**src/rtl/fade_ramp_gen.sv**
```systemverilog
// fade_ramp_gen: triangle-wave "breathing" duty sequencer for a downstream PWM stage.
// A prescaler turns clk into ticks. On each tick, a four-state FSM ramps the duty
// value up to MAX_VAL, holds, ramps down to MIN_VAL, and holds again. Every duty
// update is published as a one-cycle value_wr strobe.
`timescale 1ns/1ps
module fade_ramp_gen #(
    parameter int unsigned PERIOD     = 262144,
    parameter int unsigned MIN_VAL    = 0,
    parameter int unsigned MAX_VAL    = 128,
    parameter int unsigned STEP       = 1,
    parameter int unsigned HOLD_TICKS = 16
) (
    input  logic       clk,
    input  logic       rst,
    input  logic       run,
    input  logic [1:0] speed,
    output logic [7:0] value_out,
    output logic       value_wr,
    output logic       dir_up,
    output logic       at_peak
);

    localparam int unsigned CW        = $clog2(PERIOD + 1);
    localparam int unsigned HW        = (HOLD_TICKS > 1) ? $clog2(HOLD_TICKS) : 1;
    localparam bit          NO_HOLD   = (HOLD_TICKS == 0);
    localparam logic [8:0]  MIN9      = 9'(MIN_VAL);
    localparam logic [8:0]  MAX9      = 9'(MAX_VAL);
    localparam logic [8:0]  STEP9     = 9'(STEP);
    localparam logic [7:0]  MIN8      = 8'(MIN_VAL);
    localparam logic [7:0]  MAX8      = 8'(MAX_VAL);
    localparam logic [7:0]  STEP8     = 8'(STEP);
    localparam logic [HW-1:0] HOLD_LAST = HW'(HOLD_TICKS - 1);

    typedef enum logic [1:0] {RISE, HOLD_HI, FALL, HOLD_LO} state_t;

    state_t          state, state_n;
    logic [CW-1:0]   count, count_n;
    logic [CW-1:0]   limit;
    logic            tick;
    logic [HW-1:0]   hold_cnt, hold_n;
    logic            init_pending, init_n;
    logic [7:0]      value_n;
    logic            wr_n;
    logic            dir_n;
    logic            peak_n;
    logic [8:0]      sum;

    // Prescaler compare: >= lets a shortened limit tick immediately without wrapping.
    always_comb begin
        limit = CW'(PERIOD >> speed);
        tick  = run && (count >= (limit - CW'(1)));
    end

    // Next-state, duty arithmetic and strobe generation; init write beats a coincident tick.
    always_comb begin
        state_n = state;
        count_n = count;
        hold_n  = hold_cnt;
        init_n  = init_pending;
        value_n = value_out;
        wr_n    = 1'b0;
        sum     = {1'b0, value_out} + STEP9;

        if (run) begin
            count_n = tick ? '0 : count + CW'(1);
        end

        if (init_pending) begin
            init_n  = 1'b0;
            wr_n    = 1'b1;
            value_n = MIN8;
        end else if (tick) begin
            unique case (state)
                RISE: begin
                    wr_n = 1'b1;
                    if (sum >= MAX9) begin
                        value_n = MAX8;
                        state_n = NO_HOLD ? FALL : HOLD_HI;
                        hold_n  = '0;
                    end else begin
                        value_n = sum[7:0];
                    end
                end
                HOLD_HI: begin
                    if (hold_cnt == HOLD_LAST) begin
                        state_n = FALL;
                    end else begin
                        hold_n = hold_cnt + HW'(1);
                    end
                end
                FALL: begin
                    wr_n = 1'b1;
                    if ({1'b0, value_out} <= (MIN9 + STEP9)) begin
                        value_n = MIN8;
                        state_n = NO_HOLD ? RISE : HOLD_LO;
                        hold_n  = '0;
                    end else begin
                        value_n = value_out - STEP8;
                    end
                end
                HOLD_LO: begin
                    if (hold_cnt == HOLD_LAST) begin
                        state_n = RISE;
                    end else begin
                        hold_n = hold_cnt + HW'(1);
                    end
                end
                default: state_n = RISE;
            endcase
        end

        dir_n  = (state_n == RISE) || (state_n == HOLD_HI);
        peak_n = (state_n == HOLD_HI);
    end

    // State, prescaler and registered outputs; reset also cancels any pending strobe.
    always_ff @(posedge clk or posedge rst) begin
        if (rst) begin
            state        <= RISE;
            count        <= '0;
            hold_cnt     <= '0;
            init_pending <= 1'b1;
            value_out    <= MIN8;
            value_wr     <= 1'b0;
            dir_up       <= 1'b1;
            at_peak      <= 1'b0;
        end else begin
            state        <= state_n;
            count        <= count_n;
            hold_cnt     <= hold_n;
            init_pending <= init_n;
            value_out    <= value_n;
            value_wr     <= wr_n;
            dir_up       <= dir_n;
            at_peak      <= peak_n;
        end
    end

endmodule
```
**config.mk**
```make
export PLATFORM = sky130hd
export DESIGN_NAME = fade_ramp_gen
export DESIGN_NICKNAME = d
export VERILOG_FILES = /design/src/rtl/fade_ramp_gen.sv
export SDC_FILE = /design/constraint.sdc
export NUM_CORES = 1
export LEC_CHECK = 0
export ABC_CLOCK_PERIOD_IN_PS = 3650
export BUFFER_PORTS_ARGS = -buffer_cell sky130_fd_sc_hd__buf_2
export CAP_MARGIN = 10
export CORE_MARGIN = 5
export CORE_UTILIZATION = 60
export CTS_CLUSTER_DIAMETER = 150
export CTS_CLUSTER_SIZE = 30
export DETAILED_ROUTE_END_ITERATION = 7
export HOLD_SLACK_MARGIN = 0.1
export PLACE_DENSITY = 0.9
export SKIP_LAST_GASP = 1
export SYNTH_ARGS = -nofsm -noshare
export SYNTH_HDL_FRONTEND = slang
export SYNTH_SLANG_ARGS = --single-unit
```
**constraint.sdc**
```tcl
create_clock -name clk -period 3.65 [get_ports clk]
set_input_delay 0.1825 -clock clk [delete_from_list [all_inputs] [get_ports clk]]
set_output_delay 0.1825 -clock clk [all_outputs]
set_load 0.005 [all_outputs]
```
; ---- Word level (Yosys, flattened, before mapping)
; Cells that the tools add are included.
[totals]
word_cells = 56
out_inout_bits = 11
ff_bits = 37
in_bits = 5
[op_classes]
n_eq_ne = 8
bitwise = 1
shift = 1
addsub = 5
n_lt_le_gt_ge = 3
n_reduce_logical = 10
n_mux = 20
[ops]
columns = op, count
row1 = two-way mux 8 bit, 4
row2 = adder 19 x 1 -> 19 bit (second input constant), 1
row3 = greater-or-equal comparator 19 bit, 1
row4 = two-way mux 19 bit, 1
row5 = right shift 19 x 2 -> 19 bit (first input constant), 1
row6 = subtractor 19 x 1 -> 19 bit (second input constant), 1
row7 = case mux 8 bit (2 select lines), 1
row8 = two-way mux 2 bit, 6
row9 = two-way mux 4 bit, 3
row10 = case mux 4 bit (3 select lines), 1
row11 = adder 8 x 1 -> 9 bit (second input constant), 1
row12 = greater-or-equal comparator 9 x 8 -> 1 bit (second input constant), 1
row13 = less-or-equal comparator 8 x 1 -> 1 bit (second input constant), 1
row14 = case mux 2 bit (4 select lines), 1
row15 = subtractor 8 x 1 -> 8 bit (second input constant), 1
row16 = != test 2 bit (second input constant), 3
row17 = AND reduction 5 bit, 1
row18 = adder 4 x 1 -> 4 bit (second input constant), 1
row19 = equality test 2 x 1 -> 1 bit (second input constant), 2
row20 = equality test 2 bit (second input constant), 2
row21 = equality test 4 bit (second input constant), 1
row22 = zero test 2 bit, 2
row23 = OR reduction 2 bit, 2
row24 = two-way mux 1 bit, 3
row25 = 6 further kinds, 6

; ---- Logic depth before layout (Yosys ltp)
[logic_depth]
depth_word = 8
mapped_depth = 9

; ---- Worst setup path before layout
; Ideal clock, no wire load.
[synth_path]
kind = register to register
startpoint = register value_out[0]
endpoint = register hold_cnt[3]
setup_slack_ns = 1.315
setup_time_ns = 0.099
n_path_buf = 1
period_less_slack_ns = 2.335
stages_incl_launch_ff = 10
t_arrival_ns = 2.236
cell_sequence = dfrtp_1 -> clkbuf_1 -> inv_1 -> ha_1 -> nor2_1 -> or4_4 -> o21ai_2 -> o311ai_4 -> or2_4 -> o311ai_4
[synth_via]
elab_chain_len = 4
elab_cells_between_ends = 6
[synth_rtl]
columns = element, line_no
row1 = start: declaration, 17  ; output logic [7:0] value_out,
row2 = start signal: assignment, 132  ; value_out <= value_n;
row3 = adder 8 x 1 -> 9 bit, 62  ; sum = {1'b0, value_out} + STEP9;
row4 = greater-or-equal comparator 9 x 8 -> 1 bit, 76  ; if (sum >= MAX9) begin
row5 = != test 2 bit (no line), --
row6 = AND reduction 5 bit (no line) *, --
row7 = end signal: assignment, 130  ; hold_cnt <= hold_n;
row8 = end: declaration, 40  ; logic [HW-1:0] hold_cnt, hold_n;
; Mark *: on every way between the ends. The rest lies on a longest branch, timed or not.
; A chain may end at the register's enable or synchronous reset.

; ---- Worst setup path after layout
[layout_path]
startpoint = register count[15]
endpoint = register at_peak
[layout_via]
elab_chain_len = 5
[layout_rtl]
columns = element, line_no
row1 = start: declaration, 37  ; logic [CW-1:0] count, count_n;
row2 = start signal: assignment, 129  ; count <= count_n;
row3 = greater-or-equal comparator 19 bit, 51  ; tick = run && (count >= (limit - CW'(1)));
row4 = logical AND 1 bit, 51
row5 = two-way mux 2 bit, 72  ; end else if (tick) begin
row6 = two-way mux 2 bit, 68  ; if (init_pending) begin
row7 = equality test 2 x 1 -> 1 bit, 113  ; peak_n = (state_n == HOLD_HI);
row8 = named net peak_n, 45  ; logic peak_n;
row9 = end signal: assignment, 135  ; at_peak <= peak_n;
row10 = end: declaration, 20  ; output logic at_peak
; The timed path passes the listed nets, and every way through them passes these cells.

==> impl_summary.md <==
Outcome
The run finished with clean final reports.

Flow run
The tool flagged a number of max-cap violations equal to 0.

Global route
The remaining global-route overflow is 0. The wire length of the first global-routing pass is 9011 µm. The initial antenna violation count came to 0. The pin count of the biggest net entering global routing is 38.

The via count of the first global-routing pass is roughly 2000. The global-route usage over all layers is about a fifth.

Critical path
The endpoint of the most critical setup path is at_peak. The number of cells on the worst reg-to-reg path is 7. The arrival time at the worst endpoint is between 2000 and 3000 ps.

By startpoint and endpoint, the worst setup path is classified as reg -> reg. For the worst setup path, the data required time is slightly below 4000 ps. In this run the register-to-register setup slack is roughly 940 ps. The category of the worst setup path launch point is a register. The capture point of the worst reg-to-reg path is at_peak. In this run the worst setup path begins at count[15]. The endpoint kind of the worst setup timing path is a register. In this run the critical register-to-register path is launched from count[15]. The largest fanout on the critical path is 16.

Synthesis
The share of the synthesized area in the top cell type is between 30% and 40%. After Yosys synthesis, full adders, half adders and majority gates account for 4.775% of the synthesized area. Yosys printed 0 warnings. The share of the synthesized netlist area taken by xor and xnor gates is 6.684%. The number of enable flip-flop cells after synthesis is 0. The synthesized net count is 274. The synthesis-stage register bit count is 37. The share of the Yosys chip area taken by registers is ~39%.

The dominant register cell in the synthesized netlist is sky130_fd_sc_hd__dfrtp_1. The compound-gate portion of the synthesized area is 18.78%. The number of instances in the synthesized netlist is 260. The simple-gate area share of the yosys netlist is 25.36%. Ranked by total cell area, the synthesized netlist is headed by sky130_fd_sc_hd__dfrtp_1 (37%), sky130_fd_sc_hd__nor2_1 (5.4%), sky130_fd_sc_hd__ha_1 (4.8%). Synthesis instantiated 54 different standard cells from the library. After synthesis the cells add up to between 2000 and 2500 µm². The dominant combinational cell family by area after synthesis is simple AND/OR/NAND/NOR gates.

The per-instance average area after synthesis is approximately 9.1 µm². The share of cell area taken by muxes after synthesis is 1.592%. For this run, asynchronously set or reset flops after synthesis account for 100.0%. The synthesized design spends more area on one cell type than any other, namely sky130_fd_sc_hd__dfrtp_1.

STA
The highest clock rate is about 370 MHz. Adding up every negative setup slack in the final design gives 0 ps. The part of the cycle the worst path needs is ~74%. The final hold violation count is 0. The maximum clock skew at final layout is between 8 and 9 ps. Headroom to the max-slew limit came out at 31.04%. At the pin with the least slew margin, the transition time is 1031 ps. Setup violations remaining at the end of the flow were counted as 0. The post-route minimum period is between 2000 and 3000 ps.

Setup repair after global routing left no endpoint under its margin. The final hold slack is roughly 250 ps. The count of final max-slew check failures is 0.

Placement
The HPWL after detailed placement is 3500 µm. After detailed placement, the total cell area comes to between 2000 and 2500 µm². In this run the tool buffered the top-level ports with 15 buffer cells.

At the end of routability-driven placement, the weighted congestion stood at ~0.89.

Route
In the routed design, unresolved DRC markers number 0. Once detail routing completed, the nets flagged for antenna violations numbered 0. Using the TritonRoute via totals, the vias-per-cell ratio works out to about 6.3. The routed design has between 5000 and 6000 µm of wire. The wire length per cell after detailed routing is about 16 µm. The number of vias after detailed routing is roughly 2000. The detailed router finished its first iteration with between 200 and 250 violations.

The iteration count of the initial detailed-routing pass is 4.

Power and ir drop
The leakage power summed over all cells is roughly 1.1 nW. Across the VDD grid, the largest voltage drop is 247.0 µV. The design draws 956.3 µW.

The power per cell area is between 300 and 400 nW/µm².

Cells and area
In the layout the commonest cells are sky130_fd_sc_hd__dfrtp_1 (35), sky130_fd_sc_hd__nor2_1 (34), sky130_fd_sc_hd__nand2_1 (18). The finished cells cover 2575 µm². The most common library cell in the layout ignoring fill and taps is sky130_fd_sc_hd__dfrtp_1. The filler cells instantiated in the layout total 300. From synthesis to final layout, the design area changed by 9.178%. The repair_antennas step left the layout with diodes totalling 0. The number of nets in the finished design is 286. In the final layout, the share of cells above drive strength 1 is between 15 and 20%.

Floorplanning
Measured along the x axis, the die boundary spans roughly 73 µm. The core region is approximately 3700 µm². The number of placement rows is 22. The die covers ~5300 µm². The initial utilization of the core area, before any placement, comes to between 60% and 70%. The height of the die is around 73 µm.

The top-level I/O count is 16.

CTS
The H-tree generated during clock tree synthesis spans 2 levels. The number of post-CTS setup repair buffers is 0. The CTS buffer count is 5. After clock tree synthesis, the clock-pin slew on the worst setup and hold paths is 80 ps. The clock latency on the worst-skew pair is between 200 and 300 ps. The tree built by TritonCTS fans out to 37 sinks. The CTS tree is yes. The buffer type at the clock tree root is sky130_fd_sc_hd__clkbuf_8. The maximum clock insertion buffer count is 2.

Worst hold path
In this run the worst hold path is classified as in -> reg.
-- metal layers --
metal  track usage [%]  wire (µm)  vias to the layer above
met2             35.57       2523                       58
met5                 0          0                        -
li1                  -          -                      970
met3             4.683        222                        6
met4             5.328         53                        0
met1             27.72       2236                      979
-- cell usage after synthesis, drive strengths merged, types with 2 or more instances --
library cell and count:
a211oi 4, a21oi 14, a311oi 4, a31oi 2
and2 4, and3 6, and4 2, buf 5
clkbuf 7, conb 2, dfrtp 35, dfstp 2
ha 9, inv 6, mux2 3, nand2 18
nand2b 4, nand3 14, nand3b 2, nand4 9
nor2 34, nor3 7, nor4 4, o211ai 3
o21ai 16, o22ai 3, o2bb2ai 2, o311ai 2
o41ai 2, or2 4, xnor2 8, xor2 10
-- flip-flops by register name, summed over array words and instances (netlist names) --
name,flops
count,19
value_wr,1
hold_cnt,4
dir_up,1
init_pending,1
state,2
at_peak,1
value_out,8
-- per-stage QoR --
stage               setup slack [ps]  instances  utilization [%]
CTS                            937.3        321            68.78
floorplan                       1315        260                -
global route                   695.0        321            68.78
finish                         944.1        321            68.78
global placement                1084        312            65.44
detailed placement             984.3        312            65.44
-- worst min-delay path by stage --
stage,from,endpoint,slack [ps],cells past startpoint
after floorplan,rst,at_peak,360,1
after global placement,rst,count[7],300,3
after detailed placement,rst,count[7],310,3
after CTS,run,count[1],230,3
after global routing,run,count[1],260,3
final,run,count[1],250,3
-- where the power goes --
group	internal, mW	switching [mW]	total [mW]
clock network	0.205	0.158	0.362
logic	0.0466	0.0578	0.104
registers	0.444	0.0457	0.489
-- kinds of logic after synthesis --
logic type                 count (synthesis)
AOI/OAI and AO/OA                         60
xor gates and xnor gates                  18
other                                      2
adders and majority gates                  9
muxes                                      3
DFF                                       37
and+or+nand+nor                          113
buffers and inverters                     18
-- worst max-delay path, stage by stage, from the launching register on --
cell and delay (ps):
sky130_fd_sc_hd__dfrtp_1 440, sky130_fd_sc_hd__ha_1 310, sky130_fd_sc_hd__nand4_1 90, sky130_fd_sc_hd__or3b_4 420
sky130_fd_sc_hd__o21a_4 230, sky130_fd_sc_hd__nor2_1 780, sky130_fd_sc_hd__a31oi_1 190, sky130_fd_sc_hd__nor3_1 170
-- cell type report --
| class | instances | area, µm² | share of cell area, % |
|---|---|---|---|
| multi-input combinational | 205 | 1356 | 52.67 |
| sequential | 37 | 928.4 | 36.05 |
| timing repair buffer | 17 | 92.59 | 3.596 |
| clock buffer | 5 | 68.82 | 2.672 |
| tap | 48 | 60.06 | 2.332 |
| clock inverter | 3 | 46.29 | 1.798 |
| inverter | 6 | 22.52 | 0.8746 |
-- what timing repair did --
action,in CTS,in global routing
hold buffers,1,0
endpoints found under the setup margin,0,0
resized for setup,0,0
endpoints found under the hold margin,35,0
Note: power is estimated with default switching activity, not from simulation.
